===== src/rtl/bcd_xs3_pkg.sv =====
// -----------------------------------------------------------------------------
// bcd_xs3_pkg
// Shared constants and types for the multi-digit BCD-to-excess-3 sequencer.
//   XS3_OFFSET  : value added to a legal BCD digit to form its excess-3 code
//   BCD_MAX     : largest legal BCD digit
//   XS3_INVALID : nibble emitted in place of an illegal digit
//   state_e     : controller FSM states
// -----------------------------------------------------------------------------
package bcd_xs3_pkg;

    localparam logic [3:0] XS3_OFFSET  = 4'd3;
    localparam logic [3:0] BCD_MAX     = 4'd9;
    localparam logic [3:0] XS3_INVALID = 4'b0000;

    typedef enum logic [1:0] {
        IDLE = 2'd0,
        CONV = 2'd1,
        DONE = 2'd2
    } state_e;

endpackage


===== src/rtl/bcd_xs3_digit.sv =====
// -----------------------------------------------------------------------------
// bcd_xs3_digit
// Combinational single-digit BCD to excess-3 converter.
// Ports:
//   bcd     in  [3:0]  BCD digit
//   xs3     out [3:0]  excess-3 code, or XS3_INVALID when bcd > 9
//   invalid out        set when bcd is not a legal BCD digit
// -----------------------------------------------------------------------------
module bcd_xs3_digit
    import bcd_xs3_pkg::*;
(
    input  logic [3:0] bcd,
    output logic [3:0] xs3,
    output logic       invalid
);

    always_comb begin
        invalid = (bcd > BCD_MAX);
        // Legal digits map to 0011..1100, so the 4-bit add never overflows.
        xs3     = invalid ? XS3_INVALID : (bcd + XS3_OFFSET);
    end

endmodule


===== src/rtl/bcd_xs3_seq_ctrl.sv =====
// -----------------------------------------------------------------------------
// bcd_xs3_seq_ctrl
// Converts a packed multi-digit BCD word to excess-3 by time-sharing one
// bcd_xs3_digit converter, one digit per clock, least significant digit first.
// Ports:
//   clk           in                 system clock, rising edge
//   rst_n         in                 asynchronous active-low reset
//   in_valid      in                 producer has a word on in_bcd
//   in_ready      out                controller can accept a word (registered)
//   in_bcd        in  [4*DIGITS-1:0] packed BCD, digit k at [4k+3:4k]
//   out_valid     out                result available (registered)
//   out_ready     in                 consumer accepts result
//   out_xs3       out [4*DIGITS-1:0] packed excess-3 result, same layout
//   out_err       out                OR of out_err_mask
//   out_err_mask  out [DIGITS-1:0]   bit k set when input digit k was > 9
//   busy          out                high while converting or holding a result
// -----------------------------------------------------------------------------
module bcd_xs3_seq_ctrl
    import bcd_xs3_pkg::*;
#(
    parameter int DIGITS = 4
) (
    input  logic                  clk,
    input  logic                  rst_n,
    input  logic                  in_valid,
    output logic                  in_ready,
    input  logic [4*DIGITS-1:0]   in_bcd,
    output logic                  out_valid,
    input  logic                  out_ready,
    output logic [4*DIGITS-1:0]   out_xs3,
    output logic                  out_err,
    output logic [DIGITS-1:0]     out_err_mask,
    output logic                  busy
);

    // A one-digit word still needs a 1-bit index register.
    localparam int              IDX_W    = (DIGITS > 1) ? $clog2(DIGITS) : 1;
    localparam logic [IDX_W-1:0] IDX_LAST = IDX_W'(DIGITS - 1);

    state_e                state_q;
    logic [IDX_W-1:0]      idx_q;
    logic [4*DIGITS-1:0]   cap_q;
    logic [4*DIGITS-1:0]   res_q;
    logic [4*DIGITS-1:0]   res_d;
    logic [DIGITS-1:0]     mask_q;
    logic [DIGITS-1:0]     mask_d;
    logic                  in_ready_q;
    logic                  out_valid_q;
    logic                  busy_q;
    logic                  err_q;

    logic [3:0]            dig_bcd;
    logic [3:0]            dig_xs3;
    logic                  dig_inv;

    // Select the captured nibble for the digit being processed this cycle.
    assign dig_bcd = cap_q[idx_q*4 +: 4];

    bcd_xs3_digit u_digit (
        .bcd     (dig_bcd),
        .xs3     (dig_xs3),
        .invalid (dig_inv)
    );

    // Result and mask with the current digit merged in.
    always_comb begin
        // NOTE: every always_comb output gets a full default before any
        // conditional or partial update, otherwise a latch is inferred.
        res_d                   = res_q;
        mask_d                  = mask_q;
        res_d[idx_q*4 +: 4]     = dig_xs3;
        mask_d[idx_q]           = dig_inv;
    end

    always_ff @(posedge clk or negedge rst_n) begin
        if (!rst_n) begin
            // NOTE: the capture and result registers are reset too, so an
            // aborted word can never leak out as stale data after reset.
            state_q     <= IDLE;
            idx_q       <= '0;
            cap_q       <= '0;
            res_q       <= '0;
            mask_q      <= '0;
            in_ready_q  <= 1'b0;
            out_valid_q <= 1'b0;
            busy_q      <= 1'b0;
            err_q       <= 1'b0;
        end else begin
            // NOTE: state is updated with non-blocking assignments so every
            // register sees the pre-edge values of the others.
            unique case (state_q)
                IDLE: begin
                    // in_ready comes up one edge after reset release.
                    in_ready_q <= 1'b1;
                    if (in_valid && in_ready_q) begin
                        cap_q      <= in_bcd;
                        res_q      <= '0;
                        mask_q     <= '0;
                        err_q      <= 1'b0;
                        idx_q      <= '0;
                        in_ready_q <= 1'b0;
                        busy_q     <= 1'b1;
                        state_q    <= CONV;
                    end
                end
                CONV: begin
                    res_q  <= res_d;
                    mask_q <= mask_d;
                    if (idx_q == IDX_LAST) begin
                        // Error flag is registered together with out_valid.
                        out_valid_q <= 1'b1;
                        err_q       <= |mask_d;
                        idx_q       <= '0;
                        state_q     <= DONE;
                    end else begin
                        idx_q <= idx_q + 1'b1;
                    end
                end
                DONE: begin
                    // Result held until the consumer takes it; no new input
                    // is accepted while a result is pending.
                    if (out_ready) begin
                        out_valid_q <= 1'b0;
                        busy_q      <= 1'b0;
                        in_ready_q  <= 1'b1;
                        state_q     <= IDLE;
                    end
                end
                default: begin
                    state_q <= IDLE;
                end
            endcase
        end
    end

    assign in_ready     = in_ready_q;
    assign out_valid    = out_valid_q;
    assign busy         = busy_q;
    assign out_xs3      = res_q;
    assign out_err_mask = mask_q;
    assign out_err      = err_q;

endmodule


===== config.mk =====
export PLATFORM = sky130hd
export DESIGN_NAME = bcd_xs3_seq_ctrl
export DESIGN_NICKNAME = d
export VERILOG_FILES = /design/src/rtl/bcd_xs3_pkg.sv /design/src/rtl/bcd_xs3_digit.sv /design/src/rtl/bcd_xs3_seq_ctrl.sv
export SDC_FILE = /design/constraint.sdc
export NUM_CORES = 1
export LEC_CHECK = 0
export CAP_MARGIN = 20
export CORE_UTILIZATION = 40
export DETAILED_ROUTE_END_ITERATION = 16
export PLACE_DENSITY_LB_ADDON = 0.25
export SLEW_MARGIN = 20
export SYNTH_ARGS = -nofsm -noshare
export SYNTH_HDL_FRONTEND = slang
export SYNTH_HIERARCHICAL = 1
export SYNTH_SLANG_ARGS = --single-unit
export TNS_END_PERCENT = 100

===== constraint.sdc =====
create_clock -name clk -period 3.29 [get_ports clk]
set_input_delay 0.8225 -clock clk [delete_from_list [all_inputs] [get_ports clk]]
set_output_delay 0.8225 -clock clk [all_outputs]
set_load 0.05 [all_outputs]

==> out/results.tsv, run 1 <==
stage	metric	value	unit
flow_run	Max-Cap Viols	0	
place	DP Area	2580	µm²
routing	drt pass-1 iters	4	
critical_path	WP data arrival	1510	ps
logic_synthesis	Synth Register Bits	44	
critical_path	Crit Path Class	register to output pin	
sta	Slew @ Worst Pin	612.7	ps
global_routing	largest net degree at the start of global routing	45	
routing	Residual DRC	0	
clocking	CTS Root Cell	clkbuf_8	
layout	diode count	0	
sta	Max Fclk	429.2	MHz
sta	Final Hold Vio Count	0	
place	DP HPWL	2961	µm
clocking	CTS tree	built	
sta	Final Critical Period	2330	ps
global_routing	initial antenna violation count	0	
sta	Pins Over Slew Limit	0	
routing	routed via count	1484	
layout	# fillers	492	
critical_path	WP buf/inv	1	
clocking	clock-pin slew on the worst setup and hold paths	80	ps
floorplanning	initial core utilization	0.4147	
routing	drt initial violations	71	
sta	skew final	2.085	ps
clocking	# hold bufs at CTS	0	
place	setup slack at placement	888.5	ps
routing	routed metal-1 wire length	1978	µm
critical_path	CP max stage delay	820	ps
routing	Met3 Wirelength	145	µm
floorplanning	row cnt	26	
routing	WL/cell	13.44	µm
routing	Total Wirelength	4058	µm
logic_synthesis	Synth Instances	187	
layout	Layout area overhead	26.40	%
logic_synthesis	post-synthesis net count	216	
layout	share of cells above drive strength 1	0.09052	
routing	DR vias/cell	4.914	
logic_synthesis	distinct cell type count after synthesis	36	
place	Final GP Congestion	0.7415	
routing	DR WL met2	1852	µm
critical_path	Crit path required time	2470	ps
clocking	worst-case clock buffer depth	2	
power	Power Density	1035	nW/µm²
sta	Setup-failing EPs final	0	
place	Port Buf Inserts	43	
power	leakage power	1.215	nW
critical_path	crit-path cells	clkdlybuf4s50_1	
critical_path	worst-path fanout max	4	
logic_synthesis	Yosys warnings	6	
sta	TNS Setup	0	ps
floorplanning	Die X	74.54	µm
logic_synthesis	register area share after synthesis	0.5232	
sta	Slew headroom	0.5878	
clocking	Num CTS Buffers	5	
floorplanning	chip height	74.54	µm
routing	uppermost layer routed	met4	
global_routing	first-pass GRT wire length	7010	µm
clocking	htree depth	2	
global_routing	Total GRT Usage	0.1725	
logic_synthesis	Post-Syn Area	2105	µm²
critical_path	largest delay contributor family on the critical path	buffers and inverters	
clocking	clk_lat worst skew	290	ps
run_status	status	completed	
critical_path	slowest stage cell, crit path	clkdlybuf4s50_1	
sta	setup repair after global routing missed its margin	false	
routing	DRT antenna net count	0	
floorplanning	# IOs	44	
clocking	Setup Fix Bufs, Post-CTS	0	
layout	final instance area	2660	µm²
sta	fin crit share	0.7082	
min_path	Hold Path Class	register to register	
clocking	post-CTS sizing	0	
critical_path	Worst Setup End Kind	output pin	
sta	final setup slack of the worst path	960.1	ps
power	Peak VDD IR	0.4953	mV
logic_synthesis	Avg Cell Area, Syn	11.25	µm²
power	total power	2.753	mW
floorplanning	die area	5555	µm²
critical_path	CP startpoint kind	register	
clocking	# clock sinks	44	
global_routing	grt total ovfl	0	
floorplanning	Core ar.	5075	µm²
global_routing	vias in the first global route	1431	
layout	Layout Nets	261	
==> state kept, by name, indices dropped and copies added (netlist names) <==
name,flops
busy,1
cap_q,16
idx_q,2
in_ready,1
out_err,1
out_err_mask,4
out_valid,1
out_xs3,16
state_q,2
==> synthesized netlist by cell type <==
cell type  number  share of area
nand2_1        54          0.096
a31oi_4         1          0.010
a22o_1         15          0.062
nand2b_4        1         0.0065
and2_1          1         0.0030
mux2i_1         1         0.0048
inv_1           8          0.014
a21oi_4         1         0.0077
nor2_1          3         0.0054
a2111oi_0       1         0.0042
nor4_2          1         0.0059
and3_1          2         0.0059
o2bb2ai_1       2         0.0083
ha_1            9          0.054
o21bai_4        1         0.0089
buf_6           2          0.011
nand4bb_1       1         0.0054
a221o_1         2         0.0095
a32o_1          3          0.014
nor4_1          1         0.0030
buf_4           2         0.0071
a21o_1          1         0.0036
nor4b_2         1         0.0071
nand2b_1        1         0.0030
nor3_1          2         0.0048
dfrtp_1        44           0.52
xor2_1          1         0.0042
o31ai_1         2         0.0071
o21a_1          1         0.0036
o21ai_0         3         0.0071
a21oi_1         8          0.019
nor2b_1         2         0.0059
and4bb_4        1         0.0077
buf_2           3         0.0071
nor2b_4         1         0.0065
mux4_2          4          0.043
==> report_power, final <==
group	leakage [nW]	switching [mW]	internal (mW)
Sequential	0.572	0.151	0.736
Clock	0.0410	0.170	0.144
Combinational	0.602	0.964	0.588
Total	1.22	1.28	1.47
==> final cells by class <==
cell class | instances | area (µm²) | area share
Tap cell | 70 | 87.58 | 0.03293
Clock inverter | 1 | 5.005 | 0.001881
Inverter | 8 | 30.03 | 0.01129
Sequential cell | 44 | 1101 | 0.4139
Clock buffer | 6 | 72.57 | 0.02728
Timing Repair Buffer | 45 | 442.9 | 0.1665
Multi-Input combinational cell | 128 | 920.9 | 0.3462
==> cells by family (layout without fill, tap and decap cells) <==
group	count (synthesis)	count (layout)	synth area share
compound gates	41	41	0.1659
mux	5	5	0.04756
fa+ha+maj	9	9	0.05351
simple gates	72	72	0.1665
xor+xnor	1	1	0.004162
buf+inv	15	60	0.03923
flops	44	44	0.5232
==> worst min-delay path, delay by kind of cell, from the launching register on <==
family	cells	cell delay, ps
flip-flops	1	350
AND/OR/NAND/NOR	2	100
==> layer usage <==
layer  GRT usage  vias to the layer above
met5           0                        -
met4     0.07338                        0
met1      0.2459                      694
met3     0.04472                        9
li1            -                      746
met2      0.2482                       35
==> per-stage QoR <==
stage	cells	util	hold WS [ps]
2_1_floorplan	187	-	440.3
3_3_place_gp	295	0.5084	454.5
3_5_place_dp	295	0.5084	461.4
4_1_cts	302	0.5237	482.4
5_1_grt	302	0.5242	502.2
6_report	302	0.5242	480.4
==> placed cells by master (no fill, tap or decap), drive strengths merged, types with 4 or more instances in the layout <==
cell	count
clkdlybuf4s50	42
nand2	54
dfrtp	44
mux4	4
a21oi	9
a22o	15
ha	9
clkbuf	6
inv	8
==> final timing paths <==
check                                 startpoint                endpoint  slack (ps)  cells past startpoint
setup reg to reg            idx_q[0]$_DFFE_PN0P_     out_err$_DFFE_PN0P_         970                      6
setup / recovery            in_ready$_DFFE_PN0P_                in_ready         960                      1
min in group asynchronous                  rst_n  out_xs3[1]$_DFFE_PN0P_         510                      1
hold / removal             cap_q[11]$_DFFE_PN0P_   cap_q[11]$_DFFE_PN0P_         480                      2
hold reg to reg            cap_q[11]$_DFFE_PN0P_   cap_q[11]$_DFFE_PN0P_         480                      2
max in group asynchronous                  rst_n    cap_q[4]$_DFFE_PN0P_        2410                      1
Power figures use the tool's default switching activity.
==> run 2, diff against run 1 <==
Clock period 3.29 ns to 1.94 ns, I/O delays scaled along.
==> run 2 against run 1 <==
  * Sequential power increased by 70%
  * First-iteration DRC count down 28%
  * Cell area increased by 6.2%
  * Clock skew is 3.4 ps higher
  * Hold slack lost 320 ps
  * Clock power increased by 120%
  * The run now ends with setup timing left
==> out/results.tsv, run 2 (synthesis gave the netlist of run 1 again) <==
stage	metric	value	unit	change
routing	Total Wirelength	4272	µm	was 4058 µm
clocking	CTS tree	built		unchanged
clocking	# hold bufs at CTS	0		unchanged
power	Peak VDD IR	0.9197	mV	was 0.4953 mV
layout	Layout area overhead	34.24	%	was 26.40%
routing	DR vias/cell	5.050		was 4.914
routing	WL/cell	13.43	µm	was 13.44 µm
global_routing	first-pass GRT wire length	7231	µm	was 7010 µm
floorplanning	initial core utilization	0.4147		unchanged
critical_path	Crit path required time	2120	ps	was 2470 ps
critical_path	worst-path fanout max	4		unchanged
floorplanning	# IOs	44		unchanged
global_routing	grt total ovfl	0		unchanged
clocking	worst-case clock buffer depth	2		unchanged
place	DP HPWL	3212	µm	was 2961 µm
routing	drt pass-1 iters	4		unchanged
power	Int Power	3.054	mW	was 1.468 mW
global_routing	vias in the first global route	1539		was 1431
sta	setup repair after global routing missed its margin	true		was false
place	Final GP Congestion	0.7516		was 0.7415
layout	Layout Cells excl Fill	318		was 302
power	Flop pwr share	0.278		was 0.322
min_path	Hold Path Class	primary input to asynchronous set/reset pin		was register to register
sta	Slew @ Worst Pin	518.3	ps	was 612.7 ps
sta	Max Fclk	498.6	MHz	
global_routing	initial antenna violation count	0		unchanged
floorplanning	Die X	74.54	µm	unchanged
power	Clock power frac	0.126		was 0.114
sta	Pins Over Slew Limit	0		unchanged
clocking	htree depth	2		unchanged
place	Inst Count DP	309		was 295
sta	Slew headroom	0.6545		was 0.5878
routing	drt initial violations	51		was 71
layout	commonest non-fill, non-tap cell in the layout	nand2_1		unchanged
routing	Residual DRC	0		unchanged
power	Power Density	1920	nW/µm²	was 1035 nW/µm²
floorplanning	chip height	74.54	µm	unchanged
critical_path	WP data arrival	2190	ps	was 1510 ps
critical_path	Crit Path Class	register to register		was register to output pin
layout	Layout Nets	276		was 261
power	Sw Pwr	2.372	mW	was 1.285 mW
clocking	Num CTS Buffers	5		unchanged
sta	Final Critical Period	2006	ps	
clocking	# clock sinks	44		unchanged
sta	TNS Setup	-348.4	ps	was 0 ps
layout	diode count	0		unchanged
sta	worst hold slack	157.3	ps	was 480.4 ps
sta	fin crit share	1.034		
sta	Setup-failing EPs final	17		was 0
power	Comb pwr share	0.596		was 0.564
sta	skew final	5.445	ps	was 2.085 ps
floorplanning	Core ar.	5075	µm²	unchanged
run_status	status	complete, but fails checks		was completed
place	Port Buf Inserts	43		unchanged
layout	most frequent cells in the layout	nand2_1 (54), dfrtp_1 (43), buf_4 (37), clkdlybuf4s50_1 (18), a22o_1 (15)		was nand2_1 (54), dfrtp_1 (44), clkdlybuf4s50_1 (42), a22o_1 (15), ha_1 (9)
sta	Final Hold Vio Count	0		unchanged
critical_path	Worst Setup End Kind	register		was output pin
layout	share of cells above drive strength 1	0.2782		was 0.09052
critical_path	CP startpoint kind	register		unchanged
place	setup slack at placement	-125.4	ps	was 888.5 ps
power	leakage power	1.363	nW	was 1.215 nW
routing	DRT antenna net count	0		unchanged
clocking	CTS Root Cell	clkbuf_8		unchanged
power	Sw Ratio	0.4371		was 0.4667
sta	final setup slack of the worst path	-65.72	ps	was 960.1 ps
flow_run	Max-Cap Viols	0		unchanged
global_routing	largest net degree at the start of global routing	24		was 45
floorplanning	die area	5555	µm²	unchanged
run_status	failing checks	setup timing		
routing	routed via count	1606		was 1484
floorplanning	row cnt	26		unchanged
clocking	clk_lat worst skew	290	ps	about the same
clocking	clock-pin slew on the worst setup and hold paths	80	ps	about the same
global_routing	Total GRT Usage	0.1739		was 0.1725
run 2: metal layers:
layer	routed length, µm	global-route usage	vias up	part of all wire
met5	0	0	-	0
met4	44	0.05870	0	0.010
met3	186	0.04065	5	0.044
met2	2013	0.2853	42	0.47
met1	2028	0.2264	784	0.47
li1	-	-	775	-
run 2: cell type report:
| cell class | instances | area, µm² |
|---|---|---|
| fillers | 466 | 2250 |
| clock buffers | 6 | 72.57 |
| clock inverters | 2 | 35.03 |
| inverters | 8 | 30.03 |
| multi-input cells | 128 | 972.2 |
| repair buffers | 60 | 525.5 |
| well taps | 70 | 87.58 |
| flip-flops and latches | 44 | 1102 |
run 2: repair_timing:
item                                    CTS  global route
buffers inserted                          2             0
pin swaps                                 5             5
endpoints found under the setup margin   21            21
gates resized for setup                   4             1
run 2: critical path, cell delays in order, from the launching register on:
cell      delay, ps
dfrtp_2         420
mux4_2          530
inv_2           120
ha_4            170
o21bai_4         80
and2_4          160
and3_4          160
a221o_1         250
run 2: power groups by stage:
stage / Clock (mW) / Combinational, mW / Sequential (mW)
floorplan: 0 / 1.73 / 1.90
global placement: 0 / 3.10 / 1.52
detailed placement: 0 / 3.15 / 1.52
CTS: 0.704 / 3.22 / 1.51
global route: 0.741 / 3.50 / 1.56
finish: 0.683 / 3.23 / 1.51
run 2: path summary, 6_finish.rpt:
kind | startpoint | end | slack [ps] | cells past startpoint
setup reg to reg | idx_q[0]$_DFFE_PN0P_ | out_err_mask[0]$_DFFE_PN0P_ | -70 | 7
hold reg to reg | cap_q[10]$_DFFE_PN0P_ | cap_q[10]$_DFFE_PN0P_ | 480 | 2
setup / recovery | idx_q[0]$_DFFE_PN0P_ | out_err_mask[0]$_DFFE_PN0P_ | -70 | 7
hold / removal | rst_n | out_xs3[10]$_DFFE_PN0P_ | 160 | 1
min in group clk | cap_q[10]$_DFFE_PN0P_ | cap_q[10]$_DFFE_PN0P_ | 480 | 2
max in group asynchronous | rst_n | cap_q[1]$_DFFE_PN0P_ | 1290 | 2
run 2: stage by stage:
stage                     cell area [µm²]  total power, mW    util
after floorplan                      2145            3.628       -
after global placement               2684            4.611  0.5288
after detailed placement             2684            4.668  0.5288
after CTS                            2820            5.433  0.5557
after global routing                 2825            5.804  0.5567
final                                2825            5.425  0.5567
==> run 3, diff against run 2 <==
Settings changed: SYNTH_HIERARCHICAL 1 to not set.
==> run 3 against run 2 <==
  * The run still ends with setup timing left
  * Non-clock buffer count shrank 3
  * Clock skew shrank 1.9 ps
  * Worst setup slack gained 48 ps
  * Clock-buffer cell count is the same
  * Power shrank 3.9%
  * Sequential power is essentially flat
  * Combinational power shrank 3%
  * Fmax grew 2.4%
  * First-iteration DRC count grew 43%
  * Synthesized cell count shrank 11%
  * Routed wire length grew 0.37%
  * Critical endpoint is now out_err_mask[1]$_DFFE_PN0P_
==> out/results.tsv, run 3 <==
stage	metric	value	unit	change
logic_synthesis	Yosys warnings	0		was 6
logic_synthesis	Synth async-reset ratio	1.000		unchanged
clocking	Num CTS Buffers	5		unchanged
sta	Max Fclk	510.7	MHz	was 498.6 MHz
sta	final setup slack of the worst path	-18.15	ps	was -65.72 ps
logic_synthesis	synth cell count leaders	dfrtp_1 (44), mux2_1 (16), nand2_1 (13)		was nand2_1 (54), dfrtp_1 (44), a22o_1 (15)
critical_path	Critical Path Stages	6		was 7
logic_synthesis	most used standard cell by instance count after synthesis	dfrtp_1		was nand2_1
layout	# fillers	421		was 466
critical_path	R2R Setup Slk	-20	ps	was -70 ps
clocking	htree depth	2		unchanged
clocking	CTS tree	built		unchanged
routing	DR vias/cell	5.167		was 5.050
flow_run	Max-Cap Viols	0		unchanged
floorplanning	chip height	73.56	µm	was 74.54 µm
routing	DRT antenna net count	0		unchanged
place	DP HPWL	3353	µm	was 3212 µm
logic_synthesis	predominant post-synthesis flop cell	dfrtp_1		unchanged
sta	worst hold slack	149.5	ps	was 157.3 ps
clocking	CTS Root Cell	clkbuf_8		unchanged
logic_synthesis	EDFF count, synth	0		unchanged
logic_synthesis	area leader, netlist	dfrtp_1		unchanged
sta	Final Hold Vio Count	0		unchanged
routing	drt pass-1 iters	4		unchanged
routing	WL/cell	14.63	µm	was 13.43 µm
clocking	clk_lat worst skew	290	ps	about the same
global_routing	initial antenna violation count	0		unchanged
sta	Final Critical Period	1958	ps	was 2006 ps
floorplanning	die area	5410	µm²	was 5555 µm²
sta	setup repair after global routing missed its margin	true		unchanged
layout	diode count	0		unchanged
routing	Total Wirelength	4288	µm	was 4272 µm
critical_path	CP max stage delay	590	ps	was 530 ps
critical_path	crit path launch	idx_q[0]$_DFFE_PN0P_		unchanged
floorplanning	Die X	73.56	µm	was 74.54 µm
layout	final instance area	2760	µm²	was 2825 µm²
global_routing	Total GRT Usage	0.1839		was 0.1739
power	leakage power	1.236	nW	was 1.363 nW
critical_path	WP buf/inv	1		unchanged
critical_path	crit path to	out_err_mask[1]$_DFFE_PN0P_		was out_err_mask[0]$_DFFE_PN0P_
power	Peak VDD IR	0.9213	mV	was 0.9197 mV
critical_path	crit-path cells	mux4_2, inv_2, ha_4, nor2_4, o21a_4, a32o_2		was mux4_2, inv_2, ha_4, o21bai_4, and2_4, and3_4, a221o_1
critical_path	Crit Path Class	register to register		unchanged
logic_synthesis	Synth Register Bits	44		unchanged
sta	fin crit share	1.009		was 1.034
critical_path	slowest stage cell, crit path	mux4_2		unchanged
clocking	# hold bufs at CTS	0		unchanged
global_routing	largest net degree at the start of global routing	24		unchanged
floorplanning	Core ar.	4817	µm²	was 5075 µm²
critical_path	WP data arrival	2140	ps	was 2190 ps
place	Final GP Congestion	0.8013		was 0.7516
routing	drt initial violations	73		was 51
floorplanning	# IOs	44		unchanged
clocking	clock-pin slew on the worst setup and hold paths	80	ps	about the same
power	Power Density	1890	nW/µm²	was 1920 nW/µm²
critical_path	CP startpoint kind	register		unchanged
layout	Layout Nets	253		was 276
clocking	# clock sinks	44		unchanged
floorplanning	row cnt	25		was 26
logic_synthesis	ranking of synthesized cells by area	dfrtp_1 (54%), mux2_1 (8.8%), ha_1 (4.9%), mux4_2 (4.4%), a22o_1 (3.4%)		was dfrtp_1 (52%), nand2_1 (9.6%), a22o_1 (6.2%), ha_1 (5.4%), mux4_2 (4.3%)
logic_synthesis	register area share after synthesis	0.5376		was 0.5232
critical_path	Worst R2R Start	idx_q[0]$_DFFE_PN0P_		unchanged
floorplanning	initial core utilization	0.4252		was 0.4147
critical_path	r2r endpoint	out_err_mask[1]$_DFFE_PN0P_		was out_err_mask[0]$_DFFE_PN0P_
logic_synthesis	share of the synthesized area in the top cell type	0.5376		was 0.5232
critical_path	largest delay contributor family on the critical path	multiplexers		unchanged
place	Port Buf Inserts	43		unchanged
global_routing	first-pass GRT wire length	7376	µm	was 7231 µm
place	Inst Count DP	284		was 309
clocking	worst-case clock buffer depth	2		unchanged
sta	Pins Over Slew Limit	0		unchanged
critical_path	Worst Setup End Kind	register		unchanged
routing	Residual DRC	0		unchanged
sta	TNS Setup	-37.58	ps	was -348.4 ps
sta	Slew @ Worst Pin	507.0	ps	was 518.3 ps
layout	most frequent cells in the layout	dfrtp_1 (43), buf_4 (37), clkdlybuf4s50_1 (18), mux2_1 (16), nand2_1 (13)		was nand2_1 (54), dfrtp_1 (43), buf_4 (37), clkdlybuf4s50_1 (18), a22o_1 (15)
run_status	failing checks	setup timing		unchanged
sta	Setup-failing EPs final	3		was 17
layout	commonest non-fill, non-tap cell in the layout	dfrtp_1		was nand2_1
layout	share of cells above drive strength 1	0.3053		was 0.2782
layout	Layout Cells excl Fill	293		was 318
sta	Slew headroom	0.6620		was 0.6545
logic_synthesis	distinct cell type count after synthesis	38		was 36
critical_path	Crit path required time	2120	ps	about the same
logic_synthesis	Synth Instances	166		was 187
global_routing	grt total ovfl	0		unchanged
min_path	Hold Path Class	primary input to asynchronous set/reset pin		unchanged
critical_path	worst-path fanout max	7		was 4
global_routing	vias in the first global route	1525		was 1539
sta	skew final	3.501	ps	was 5.445 ps
layout	Finished Core Util	0.5730		was 0.5567
logic_synthesis	post-synthesis net count	194		was 216
place	DP Area	2621	µm²	was 2684 µm²
layout	Layout area overhead	34.76	%	was 34.24%
logic_synthesis	Post-Syn Area	2048	µm²	was 2105 µm²
run_status	status	complete, but fails checks		unchanged
critical_path	reg2reg path depth	6		was 7
logic_synthesis	Avg Cell Area, Syn	12.34	µm²	was 11.25 µm²
routing	routed via count	1514		was 1606
## run 3: routing by layer
metal | GRT usage | part of all wire
met5 | 0 | 0
met4 | 0.07051 | 0.0037
met3 | 0.04115 | 0.049
met2 | 0.3038 | 0.51
met1 | 0.2355 | 0.43
## run 3: cell families (layout without fill, tap and decap cells)
kind of cell | count (synthesis) | after routing | synth area share
buffers and inverters | 15 | 75 | 0.03238
and+or+nand+nor | 38 | 38 | 0.09653
AOI/OAI and AO/OA | 41 | 41 | 0.1527
adders and majority gates | 8 | 8 | 0.04887
muxes | 20 | 20 | 0.1319
DFF | 44 | 44 | 0.5376
## run 3: cell type report
type	instances	area [µm²]	share of cell area
Sequential cell	44	1102	0.3994
Multi-Input combinational cell	107	958.4	0.3472
Timing Repair Buffer	57	483.0	0.1750
Tap cell	67	83.83	0.03037
Clock buffer	6	82.58	0.02992
Inverter	10	40.04	0.01451
Clock inverter	2	10.01	0.003626
## run 3: worst min-delay path by stage
stage / from / to / slack (ps) / depth (start not counted)
2_1_floorplan: rst_n / busy$_DFFE_PN0P_ / 190 / 0
3_3_place_gp: busy$_DFFE_PN0P_ / busy$_DFFE_PN0P_ / 460 / 1
3_5_place_dp: cap_q[9]$_DFFE_PN0P_ / cap_q[9]$_DFFE_PN0P_ / 470 / 1
4_1_cts: rst_n / out_err_mask[1]$_DFFE_PN0P_ / 160 / 1
5_1_grt: rst_n / out_xs3[7]$_DFFE_PN0P_ / 180 / 1
6_report: rst_n / out_xs3[10]$_DFFE_PN0P_ / 150 / 1
## run 3: power by group
| part | internal, mW | leakage [nW] | switching (mW) |
|---|---|---|---|
| clock | 0.284 | 0.0510 | 0.298 |
| sequential | 1.26 | 0.559 | 0.238 |
| combinational | 1.30 | 0.626 | 1.83 |
## run 3: worst reg2reg max path: cells and delay by family (launching register included)
family | cells | cell delay [ps]
buffers and inverters | 1 | 110
muxes | 1 | 590
and+or+nand+nor | 1 | 40
adders and majority gates | 1 | 150
DFF | 1 | 430
AOI/OAI and AO/OA | 2 | 540
## run 3: what timing repair did
action | CTS | global route
resized for setup | 1 | 10
setup buffers | 1 | 0
endpoints found under the setup margin | 18 | 21
pin swaps | 0 | 14
## run 3: per-stage QoR
stage,power [mW],worst slack [ps]
after floorplan,3.505,-21.49
after global placement,4.286,4.894
after detailed placement,4.409,-49.44
after CTS,5.023,0.3020
after global routing,5.571,-90.81
final,5.216,-18.15
